===== src/rtl/ex_muldiv_unit_pkg.sv =====
// Shared types and helpers for the iterative RV32M multiply/divide unit.
// Helper functions are sized for the 32-bit datapath (MD_XLEN).
package muldiv_pkg;

    localparam int MD_XLEN = 32;

    typedef enum logic [2:0] {
        IDLE,
        PREP,
        RUN,
        FIN,
        DONE
    } state_t;

    localparam logic [2:0] F3_MUL    = 3'b000;
    localparam logic [2:0] F3_MULH   = 3'b001;
    localparam logic [2:0] F3_MULHSU = 3'b010;
    localparam logic [2:0] F3_MULHU  = 3'b011;
    localparam logic [2:0] F3_DIV    = 3'b100;
    localparam logic [2:0] F3_DIVU   = 3'b101;
    localparam logic [2:0] F3_REM    = 3'b110;
    localparam logic [2:0] F3_REMU   = 3'b111;

    function automatic logic is_signed_a(input logic [2:0] f3);
        return (f3 == F3_MULH) || (f3 == F3_MULHSU) || (f3 == F3_DIV) || (f3 == F3_REM);
    endfunction

    function automatic logic is_signed_b(input logic [2:0] f3);
        return (f3 == F3_MULH) || (f3 == F3_DIV) || (f3 == F3_REM);
    endfunction

    function automatic logic is_div(input logic [2:0] f3);
        return f3[2];
    endfunction

    // Two's-complement negate when the result sign says so.
    function automatic logic [MD_XLEN-1:0] sign_fix_word(input logic [MD_XLEN-1:0] v, input logic neg);
        return neg ? -v : v;
    endfunction

    function automatic logic [2*MD_XLEN-1:0] sign_fix_wide(input logic [2*MD_XLEN-1:0] v, input logic neg);
        return neg ? -v : v;
    endfunction

endpackage


===== src/rtl/ex_muldiv_unit_if.sv =====
// EX-stage handshake between the decode/execute register and the mul/div unit.
interface ex_muldiv_unit_if #(
    parameter int XLEN = 32
);
    logic            start;
    logic            flush;
    logic [2:0]      funct3;
    logic [XLEN-1:0] op_a;
    logic [XLEN-1:0] op_b;
    logic [4:0]      rd_in;
    logic            stall;
    logic            done;
    logic [XLEN-1:0] result;
    logic [4:0]      rd_out;

    modport master (
        output start, flush, funct3, op_a, op_b, rd_in,
        input  stall, done, result, rd_out
    );

    modport slave (
        input  start, flush, funct3, op_a, op_b, rd_in,
        output stall, done, result, rd_out
    );
endinterface


===== src/rtl/ex_muldiv_unit.sv =====
// Iterative RV32M multiply/divide unit: one shared add/subtract datapath,
// radix-2 shift-add multiply and restoring divide, stalls the pipeline while busy.
module ex_muldiv_unit
    import muldiv_pkg::*;
#(
    parameter int XLEN  = 32,
    parameter int CNT_W = 6
) (
    input  logic clk,
    input  logic rst,
    ex_muldiv_unit_if.slave bus
);

    state_t            state;
    logic [2:0]        f3_q;
    logic [XLEN-1:0]   a_q;
    logic [XLEN-1:0]   b_q;
    logic [XLEN-1:0]   hi_q;
    logic [XLEN-1:0]   lo_q;
    logic              neg_quo;
    logic              neg_rem;
    logic [CNT_W-1:0]  cnt;
    logic [4:0]        rd_lat;
    logic              done_q;
    logic [XLEN-1:0]   result_q;
    logic [4:0]        rd_out_q;

    logic              div_op;
    logic              a_neg;
    logic              b_neg;
    logic [XLEN-1:0]   a_mag;
    logic [XLEN-1:0]   b_mag;
    logic              div_zero;
    logic              div_ovf;
    logic [XLEN+1:0]   add_x;
    logic [XLEN+1:0]   add_y;
    logic [XLEN+1:0]   add_sum;
    logic              div_fits;
    logic [2*XLEN-1:0] mul_next;
    logic [2*XLEN-1:0] prod_fix;
    logic [XLEN-1:0]   quo_fix;
    logic [XLEN-1:0]   rem_fix;
    logic [XLEN-1:0]   fin_val;

    // Operand magnitudes and special cases, valid while the raw operands sit in a_q/b_q (PREP).
    always_comb begin
        div_op   = is_div(f3_q);
        a_neg    = is_signed_a(f3_q) && a_q[XLEN-1];
        b_neg    = is_signed_b(f3_q) && b_q[XLEN-1];
        a_mag    = a_neg ? -a_q : a_q;
        b_mag    = b_neg ? -b_q : b_q;
        div_zero = div_op && (b_q == '0);
        div_ovf  = div_op && is_signed_a(f3_q) &&
                   (a_q == {1'b1, {(XLEN-1){1'b0}}}) && (b_q == '1);
    end

    // Shared adder: hi + multiplicand for multiply, {hi,next dividend bit} - divisor for divide.
    always_comb begin
        add_x    = div_op ? {1'b0, hi_q, lo_q[XLEN-1]} : {2'b00, hi_q};
        add_y    = div_op ? ~{2'b00, b_q} : {2'b00, a_q};
        add_sum  = add_x + add_y + {{(XLEN+1){1'b0}}, div_op};
        div_fits = ~add_sum[XLEN+1];
        mul_next = lo_q[0] ? {add_sum[XLEN:0], lo_q[XLEN-1:1]}
                           : {1'b0, hi_q, lo_q[XLEN-1:1]};
    end

    always_comb begin
        prod_fix = sign_fix_wide({hi_q, lo_q}, neg_quo);
        quo_fix  = sign_fix_word(lo_q, neg_quo);
        rem_fix  = sign_fix_word(hi_q, neg_rem);
        fin_val  = rem_fix;
        case (f3_q)
            F3_MUL:                        fin_val = prod_fix[XLEN-1:0];
            F3_MULH, F3_MULHSU, F3_MULHU:  fin_val = prod_fix[2*XLEN-1:XLEN];
            F3_DIV, F3_DIVU:               fin_val = quo_fix;
            default:                       fin_val = rem_fix;
        endcase
    end

    always_ff @(posedge clk or posedge rst) begin
        if (rst) begin
            state    <= IDLE;
            f3_q     <= '0;
            a_q      <= '0;
            b_q      <= '0;
            hi_q     <= '0;
            lo_q     <= '0;
            neg_quo  <= 1'b0;
            neg_rem  <= 1'b0;
            cnt      <= '0;
            rd_lat   <= '0;
            done_q   <= 1'b0;
            result_q <= '0;
            rd_out_q <= '0;
        end else begin
            case (state)
                IDLE: begin
                    if (bus.start && !bus.flush) begin
                        f3_q   <= bus.funct3;
                        a_q    <= bus.op_a;
                        b_q    <= bus.op_b;
                        rd_lat <= bus.rd_in;
                        state  <= PREP;
                    end
                end
                PREP: begin
                    if (bus.flush) begin
                        state <= IDLE;
                    end else begin
                        a_q     <= a_mag;
                        b_q     <= b_mag;
                        hi_q    <= '0;
                        neg_quo <= a_neg ^ b_neg;
                        neg_rem <= div_op && a_neg;
                        cnt     <= CNT_W'(XLEN);
                        state   <= RUN;
                        lo_q    <= div_op ? a_mag : b_mag;
                        // Division corner cases finish without iterating; FIN applies no sign.
                        if (div_zero) begin
                            hi_q    <= a_q;
                            lo_q    <= '1;
                            neg_quo <= 1'b0;
                            neg_rem <= 1'b0;
                            state   <= FIN;
                        end else if (div_ovf) begin
                            lo_q    <= {1'b1, {(XLEN-1){1'b0}}};
                            neg_quo <= 1'b0;
                            neg_rem <= 1'b0;
                            state   <= FIN;
                        end
                    end
                end
                RUN: begin
                    if (bus.flush) begin
                        state <= IDLE;
                    end else begin
                        if (div_op) begin
                            hi_q <= div_fits ? add_sum[XLEN-1:0] : {hi_q[XLEN-2:0], lo_q[XLEN-1]};
                            lo_q <= {lo_q[XLEN-2:0], div_fits};
                        end else begin
                            {hi_q, lo_q} <= mul_next;
                        end
                        cnt <= cnt - CNT_W'(1);
                        if (cnt == CNT_W'(1)) begin
                            state <= FIN;
                        end
                    end
                end
                FIN: begin
                    if (bus.flush) begin
                        state <= IDLE;
                    end else begin
                        result_q <= fin_val;
                        rd_out_q <= rd_lat;
                        done_q   <= 1'b1;
                        state    <= DONE;
                    end
                end
                DONE: begin
                    done_q <= 1'b0;
                    state  <= IDLE;
                end
                default: state <= IDLE;
            endcase
        end
    end

    assign bus.stall  = (state == PREP) || (state == RUN) || (state == FIN) ||
                        ((state == IDLE) && bus.start);
    assign bus.done   = done_q;
    assign bus.result = result_q;
    assign bus.rd_out = rd_out_q;

endmodule


===== src/flat_wrapper.sv =====
// flat-port wrapper written by rule: the top's interface ports become plain ports
module ex_muldiv_unit_flat import muldiv_pkg::*;
#(
    parameter int XLEN  = 32,
    parameter int CNT_W = 6
)
  (clk, rst, bus_start, bus_flush, bus_funct3, bus_op_a, bus_op_b, bus_rd_in, bus_stall, bus_done, bus_result, bus_rd_out);
  ex_muldiv_unit_if #(.XLEN(XLEN)) bus_i ();
  input  logic clk;
  input  logic rst;
  input wire logic [$bits(bus_i.start)-1:0] bus_start;
  input wire logic [$bits(bus_i.flush)-1:0] bus_flush;
  input wire logic [$bits(bus_i.funct3)-1:0] bus_funct3;
  input wire logic [$bits(bus_i.op_a)-1:0] bus_op_a;
  input wire logic [$bits(bus_i.op_b)-1:0] bus_op_b;
  input wire logic [$bits(bus_i.rd_in)-1:0] bus_rd_in;
  output wire logic [$bits(bus_i.stall)-1:0] bus_stall;
  output wire logic [$bits(bus_i.done)-1:0] bus_done;
  output wire logic [$bits(bus_i.result)-1:0] bus_result;
  output wire logic [$bits(bus_i.rd_out)-1:0] bus_rd_out;
  assign bus_i.start = bus_start;
  assign bus_i.flush = bus_flush;
  assign bus_i.funct3 = bus_funct3;
  assign bus_i.op_a = bus_op_a;
  assign bus_i.op_b = bus_op_b;
  assign bus_i.rd_in = bus_rd_in;
  assign bus_stall = bus_i.stall;
  assign bus_done = bus_i.done;
  assign bus_result = bus_i.result;
  assign bus_rd_out = bus_i.rd_out;
  ex_muldiv_unit #(.XLEN(XLEN), .CNT_W(CNT_W)) u_core (.clk(clk), .rst(rst), .bus(bus_i));
endmodule

===== config.mk =====
export PLATFORM = sky130hd
export DESIGN_NAME = ex_muldiv_unit_flat
export DESIGN_NICKNAME = d
export VERILOG_FILES = /design/src/rtl/ex_muldiv_unit_pkg.sv /design/src/rtl/ex_muldiv_unit_if.sv /design/src/rtl/ex_muldiv_unit.sv /design/src/flat_wrapper.sv
export SDC_FILE = /design/constraint.sdc
export NUM_CORES = 1
export LEC_CHECK = 0
export ABC_AREA = 0
export BUFFER_PORTS_ARGS = -buffer_cell sky130_fd_sc_hd__buf_2
export CAP_MARGIN = 20
export CORE_MARGIN = 1
export CORE_UTILIZATION = 58
export DETAILED_ROUTE_END_ITERATION = 8
export HOLD_SLACK_MARGIN = 0.03
export PLACE_DENSITY = 0.76
export REMOVE_ABC_BUFFERS = 1
export SLEW_MARGIN = 20
export SYNTH_ARGS = -nofsm -noshare
export SYNTH_HDL_FRONTEND = slang
export SYNTH_SLANG_ARGS = --single-unit

===== constraint.sdc =====
create_clock -name clk -period 20.4 [get_ports clk]
set_input_delay 6.12 -clock clk [delete_from_list [all_inputs] [get_ports clk]]
set_output_delay 6.12 -clock clk [all_outputs]
set_load 0.02 [all_outputs]

; ---- After elaboration in Yosys (flattened, before gate mapping)
; Index checks and enable logic that the tools add are counted.
[word_totals]
out_inout_bits = 39
regBits = 185
[classes]
bitwise_logic = 4
addsub = 8
muxes = 45
eq_ne = 18
reduce_logical = 33
[ops]
columns = op, n
row1 = 32-bit 2-to-1 mux, 19
row2 = 32-bit case mux with 2 select lines, 4
row3 = 64-bit 2-to-1 mux, 2
row4 = 32-bit negation, 4
row5 = 32-bit case mux with 3 select lines, 1
row6 = "32-bit == test, second input constant", 2
row7 = 64-bit negation, 1
row8 = 34-bit by 1-bit adder with 34-bit output, 1
row9 = 34-bit adder, 1
row10 = 34-bit 2-to-1 mux, 1
row11 = 32-bit NOT with 34-bit output, 1
row12 = 33-bit 2-to-1 mux, 1
row13 = 32-bit zero test, 1
row14 = 3-bit 2-to-1 mux, 6
row15 = "3-bit by 2-bit == test with 1-bit output, second input constant", 4
row16 = "3-bit == test, second input constant", 4
row17 = 6-bit 2-to-1 mux, 2
row18 = 3-bit case mux with 4 select lines, 1
row19 = 6-bit case mux with 2 select lines, 1
row20 = 2-bit AND reduction, 5
row21 = 1-bit logical AND, 9
row22 = 1-bit logical OR, 8
row23 = "3-bit by 1-bit == test with 1-bit output, second input constant", 2
row24 = "6-bit by 1-bit == test with 1-bit output, second input constant", 1
row25 = other kinds (14), 26

; ---- Logic depth before layout (Yosys ltp)
[logic_depth]
word_depth = 11
mapped_depth = 19
ltp_nobuf = 13

; ---- Worst setup path before layout
; Ideal clock, no wire load.
[synth_timing]
path_type = input to output
startpoint = input bus_start
endpoint = output bus_stall
n_path_buf = 0
path_slack_ns = 7.838
cell_stages = 2
t_arrival_ns = 6.442
path_cell_list = nor3_1 nor2_1
[synth_between]
elab_chain_len = 2
[synth_lines]
columns = element, line
row1 = from (decl), flat_wrapper.sv:11  ; input wire logic [$bits(bus_i.start)-1:0] bus_start;
row2 = 1-bit logical AND, ex_muldiv_unit.sv:169  ; ((state == IDLE) && bus.start);
row3 = 1-bit logical OR, ex_muldiv_unit.sv:168  ; assign bus.stall = (state == PREP) || (state == RUN) || (state == FIN) ||
row4 = to (decl), flat_wrapper.sv:17  ; output wire logic [$bits(bus_i.stall)-1:0] bus_stall;
; No other way between the ends.

; ---- Worst setup path in the final report
; Ends and elaborated chain as after synthesis.

==> impl_metrics.sql <==
INSERT INTO impl_metrics (metric_group, metric, value, unit) VALUES
('worst_setup_path', 'worst_setup_path_end_kind', 'primary output', ''),
('die', 'coreArea', '0.0273', 'mm²'),
('die', 'std_cell_rows', '60', ''),
('sta', 'final.setup_skew', '0.0161', 'ns'),
('clocking', 'clk_latency', '0.46', 'ns'),
('worst_setup_path', 'reg2regPathDepth', '12', ''),
('sta', 'timing.final.crit_share', '0.622', ''),
('worst_hold_path', 'hp-class', 'reg -> reg', ''),
('drt', 'routed_wire_length_per_instance', '21.2', 'µm'),
('die', 'chipHeight', '170', 'µm'),
('clocking', 'clock_pin_slew_of_the_registers_on_the_worst_case_setup_and_hold_paths', '0.08', 'ns'),
('placed_design', 'post_dp_cell_area', '0.0168', 'mm²'),
('yosys', 'seq_total_area_yosys', '0.284', ''),
('power', 'switching_share', '0.517', ''),
('status', 'run_status', 'finished, final reports clean', ''),
('power', 'vdd_drop_max', '0.0603', 'mV'),
('sta', 'fmaxAchievable', '78.8', 'MHz'),
('sta', 'max-slew-margin-rel', '0.285', ''),
('power', 'pwr-share-seq', '0.290', ''),
('yosys', 'biggest_area_consumer_among_synthesized_cells', 'sky130_fd_sc_hd__dfrtp_1', ''),
('grt', 'grt_max_degree', '118', ''),
('clocking', 'cts_resized', '0', ''),
('yosys', 'netlist_top_cells_count', 'sky130_fd_sc_hd__nand2_1, sky130_fd_sc_hd__o21ai_0, sky130_fd_sc_hd__a21oi_1', ''),
('grt', 'grt.total_usage', '0.370', ''),
('cells_and_area', 'instances_no_fill', '2492', ''),
('worst_setup_path', 'critical_path_class', 'in -> out', ''),
('drt', 'first_iter_violations', '1880', ''),
('drt', 'detailed_route_via_count', '16300', ''),
('yosys', 'synthArstFlopShare', '1.00', ''),
('die', 'design.portCount', '115', ''),
('yosys', 'synthFlopType', 'sky130_fd_sc_hd__dfrtp_1', ''),
('placed_design', 'place.gp.congestion', '0.938', ''),
('sta', 'period_minus_slack', '12.69', 'ns'),
('drt', 'drt_wl_total', '52.8', 'mm'),
('yosys', 'dominant_cell_by_count_in_the_synthesized_netlist', 'sky130_fd_sc_hd__nand2_1', ''),
('clocking', 'cts.htree.levels', '4', ''),
('power', 'share_comb_of_total_power', '0.577', ''),
('clocking', 'cts-buffers-inserted', '17', ''),
('grt', 'first_pass_grt_wire_length', '83.6', 'mm'),
('die', 'die_area', '0.0288', 'mm²'),
('drt', 'drt_drc_violations_left', '0', ''),
('worst_setup_path', 'critical_path_peak_fanout', '3', ''),
('worst_setup_path', 'worstSetupStartpointType', 'primary input', ''),
('sta', 'whs', '0.470', 'ns'),
('sta', 'tightest_slew', '1.07', 'ns'),
('die', 'die-width', '170', 'µm'),
('yosys', 'synth_top_area_share', '0.284', ''),
('power', 'cellLeakagePower', '7.36', 'nW'),
('placed_design', 'dp_hpwl', '37.6', 'mm'),
('power', 'power.share.clock', '0.132', ''),
('cells_and_area', 'fillers', '2462', ''),
('cells_and_area', 'proportion_of_layout_cells_with_a_drive_suffix_above_1', '0.126', ''),
('clocking', 'cts_tree', 'yes', ''),
('clocking', 'root_buffer_master', 'sky130_fd_sc_hd__clkbuf_16', ''),
('placed_design', 'io_buffer_count', '114', ''),
('placed_design', 'place.detailed.instances', '2459', ''),
('sta', 'final-max-slew-violation-count', '0', ''),
('job', 'maxCapViolations', '0', ''),
('grt', 'vias_in_the_first_global_route', '15000', ''),
('yosys', 'yosys_warnings', '0', ''),
('sta', 'fin_tns_setup', '0', 'ns'),
('clocking', 'cts_num_sinks', '185', ''),
('cells_and_area', 'design_area', '0.0174', 'mm²'),
('drt', 'detail_route.vias_per_cell', '6.54', ''),
('cells_and_area', 'area.growth.synth_to_final', '6.62', '%'),
('grt', 'antenna_found_initial', '3', ''),
('drt', 'first_pass_iters', '8', ''),
('power', 'power_density', '150', 'mW/mm²'),
('sta', 'setup_viol', '0', ''),
('worst_setup_path', 'reg2reg_slack', '15.04', 'ns'),
('yosys', 'syn-cell-area', '0.0163', 'mm²');
## power groups by stage
stage	combinational (W)	sequential, W	clock, W
global placement	0.00144	0.000743	0
global route	0.00165	0.000770	0.000360
detailed placement	0.00146	0.000748	0
CTS	0.00147	0.000741	0.000346
finish	0.00150	0.000755	0.000345
floorplan	0.00105	0.000732	0
## worst max-delay path, cell delays in order
cell	delay, ns
sky130_fd_sc_hd__buf_2	0.11
sky130_fd_sc_hd__nor3_1	0.13
sky130_fd_sc_hd__nor2_1	0.05
sky130_fd_sc_hd__buf_2	0.16
## cells by family (layout without fill, tap and decap cells)
group | count (synthesis) | after routing | share of synthesized area
AOI/OAI and AO/OA | 752 | 752 | 0.276
and+or+nand+nor | 652 | 652 | 0.187
buffers and inverters | 225 | 204 | 0.0553
DFF | 185 | 185 | 0.284
xor gates and xnor gates | 176 | 176 | 0.0946
muxes | 110 | 110 | 0.0714
adders and majority gates | 40 | 40 | 0.0316
other | 0 | 1 | 0
## layer usage
layer,part of all wire,routed length [µm],GRT usage
met5,0,0,0
met2,0.44,23000,0.562
met4,0.038,1980,0.152
met3,0.10,5330,0.0819
met1,0.43,22400,0.506
## placed cells by master (no fill, tap or decap), types with 8 or more instances in the layout
master / Yosys / final
sky130_fd_sc_hd__o41ai_1: 9 / 9
sky130_fd_sc_hd__nor3_1: 33 / 33
sky130_fd_sc_hd__xor2_1: 78 / 78
sky130_fd_sc_hd__o211ai_1: 17 / 17
sky130_fd_sc_hd__o22ai_1: 49 / 49
sky130_fd_sc_hd__a21oi_1: 225 / 225
sky130_fd_sc_hd__xnor2_1: 98 / 98
sky130_fd_sc_hd__nand3_1: 29 / 28
sky130_fd_sc_hd__a22o_1: 8 / 8
sky130_fd_sc_hd__nand2b_1: 11 / 11
sky130_fd_sc_hd__nand4_1: 14 / 14
sky130_fd_sc_hd__or4_1: 15 / 15
sky130_fd_sc_hd__and3_1: 10 / 10
sky130_fd_sc_hd__a21o_1: 22 / 22
sky130_fd_sc_hd__or3_1: 16 / 16
sky130_fd_sc_hd__nor4_1: 19 / 19
sky130_fd_sc_hd__a221oi_1: 17 / 17
sky130_fd_sc_hd__nand2_1: 285 / 284
sky130_fd_sc_hd__and2_1: 15 / 13
sky130_fd_sc_hd__dfrtp_1: 185 / 184
sky130_fd_sc_hd__clkbuf_16: 0 / 17
sky130_fd_sc_hd__inv_1: 34 / 32
sky130_fd_sc_hd__a22oi_1: 14 / 14
sky130_fd_sc_hd__buf_2: 11 / 114
sky130_fd_sc_hd__a31oi_1: 16 / 16
sky130_fd_sc_hd__nor2_1: 161 / 160
sky130_fd_sc_hd__ha_1: 38 / 38
sky130_fd_sc_hd__o21ai_0: 261 / 261
sky130_fd_sc_hd__a211oi_1: 13 / 13
sky130_fd_sc_hd__buf_4: 4 / 22
sky130_fd_sc_hd__o31ai_1: 33 / 33
sky130_fd_sc_hd__mux2i_1: 60 / 60
sky130_fd_sc_hd__mux2_2: 50 / 50
## sequential cells by signal, summed over array words and instances (netlist names)
name	cells
u_core.cnt	6
u_core.b_q	32
u_core.f3_q	3
u_core.a_q	32
u_core.bus.done	1
u_core.state	3
u_core.rd_lat	5
u_core.bus.rd_out	5
u_core.bus.result	32
u_core.neg_quo	1
u_core.lo_q	32
u_core.neg_rem	1
u_core.hi_q	32
## cell type report
cell class / count / area (µm²) / share of cell area
Sequential cell: 185 / 4630 / 0.267
Inverter: 36 / 143 / 0.00821
Tap cell: 372 / 465 / 0.0268
Clock buffer: 17 / 425 / 0.0245
Clock inverter: 15 / 178 / 0.0102
Multi-Input combinational cell: 1730 / 10800 / 0.621
Antenna cell: 1 / 2.50 / 0.000144
Timing Repair Buffer: 136 / 736 / 0.0423
## final timing paths
kind	from	end
max in group asynchronous	rst	u_core.hi_q[27]
setup reg to reg	u_core.f3_q[2]	u_core.hi_q[30]
min in group asynchronous	rst	u_core.lo_q[6]
hold reg to reg	u_core.rd_lat[0]	u_core.bus.rd_out[0]
hold / removal	u_core.rd_lat[0]	u_core.bus.rd_out[0]
setup / recovery	bus_start	bus_stall
## stage by stage
step | total power, W | worst slack, ns
2_1_floorplan | 0.00178 | 7.84
3_3_place_gp | 0.00218 | 7.69
3_5_place_dp | 0.00221 | 7.72
4_1_cts | 0.00256 | 7.71
5_1_grt | 0.00278 | 7.65
6_report | 0.00260 | 7.71
No activity file was read; power rests on OpenSTA's default activity.
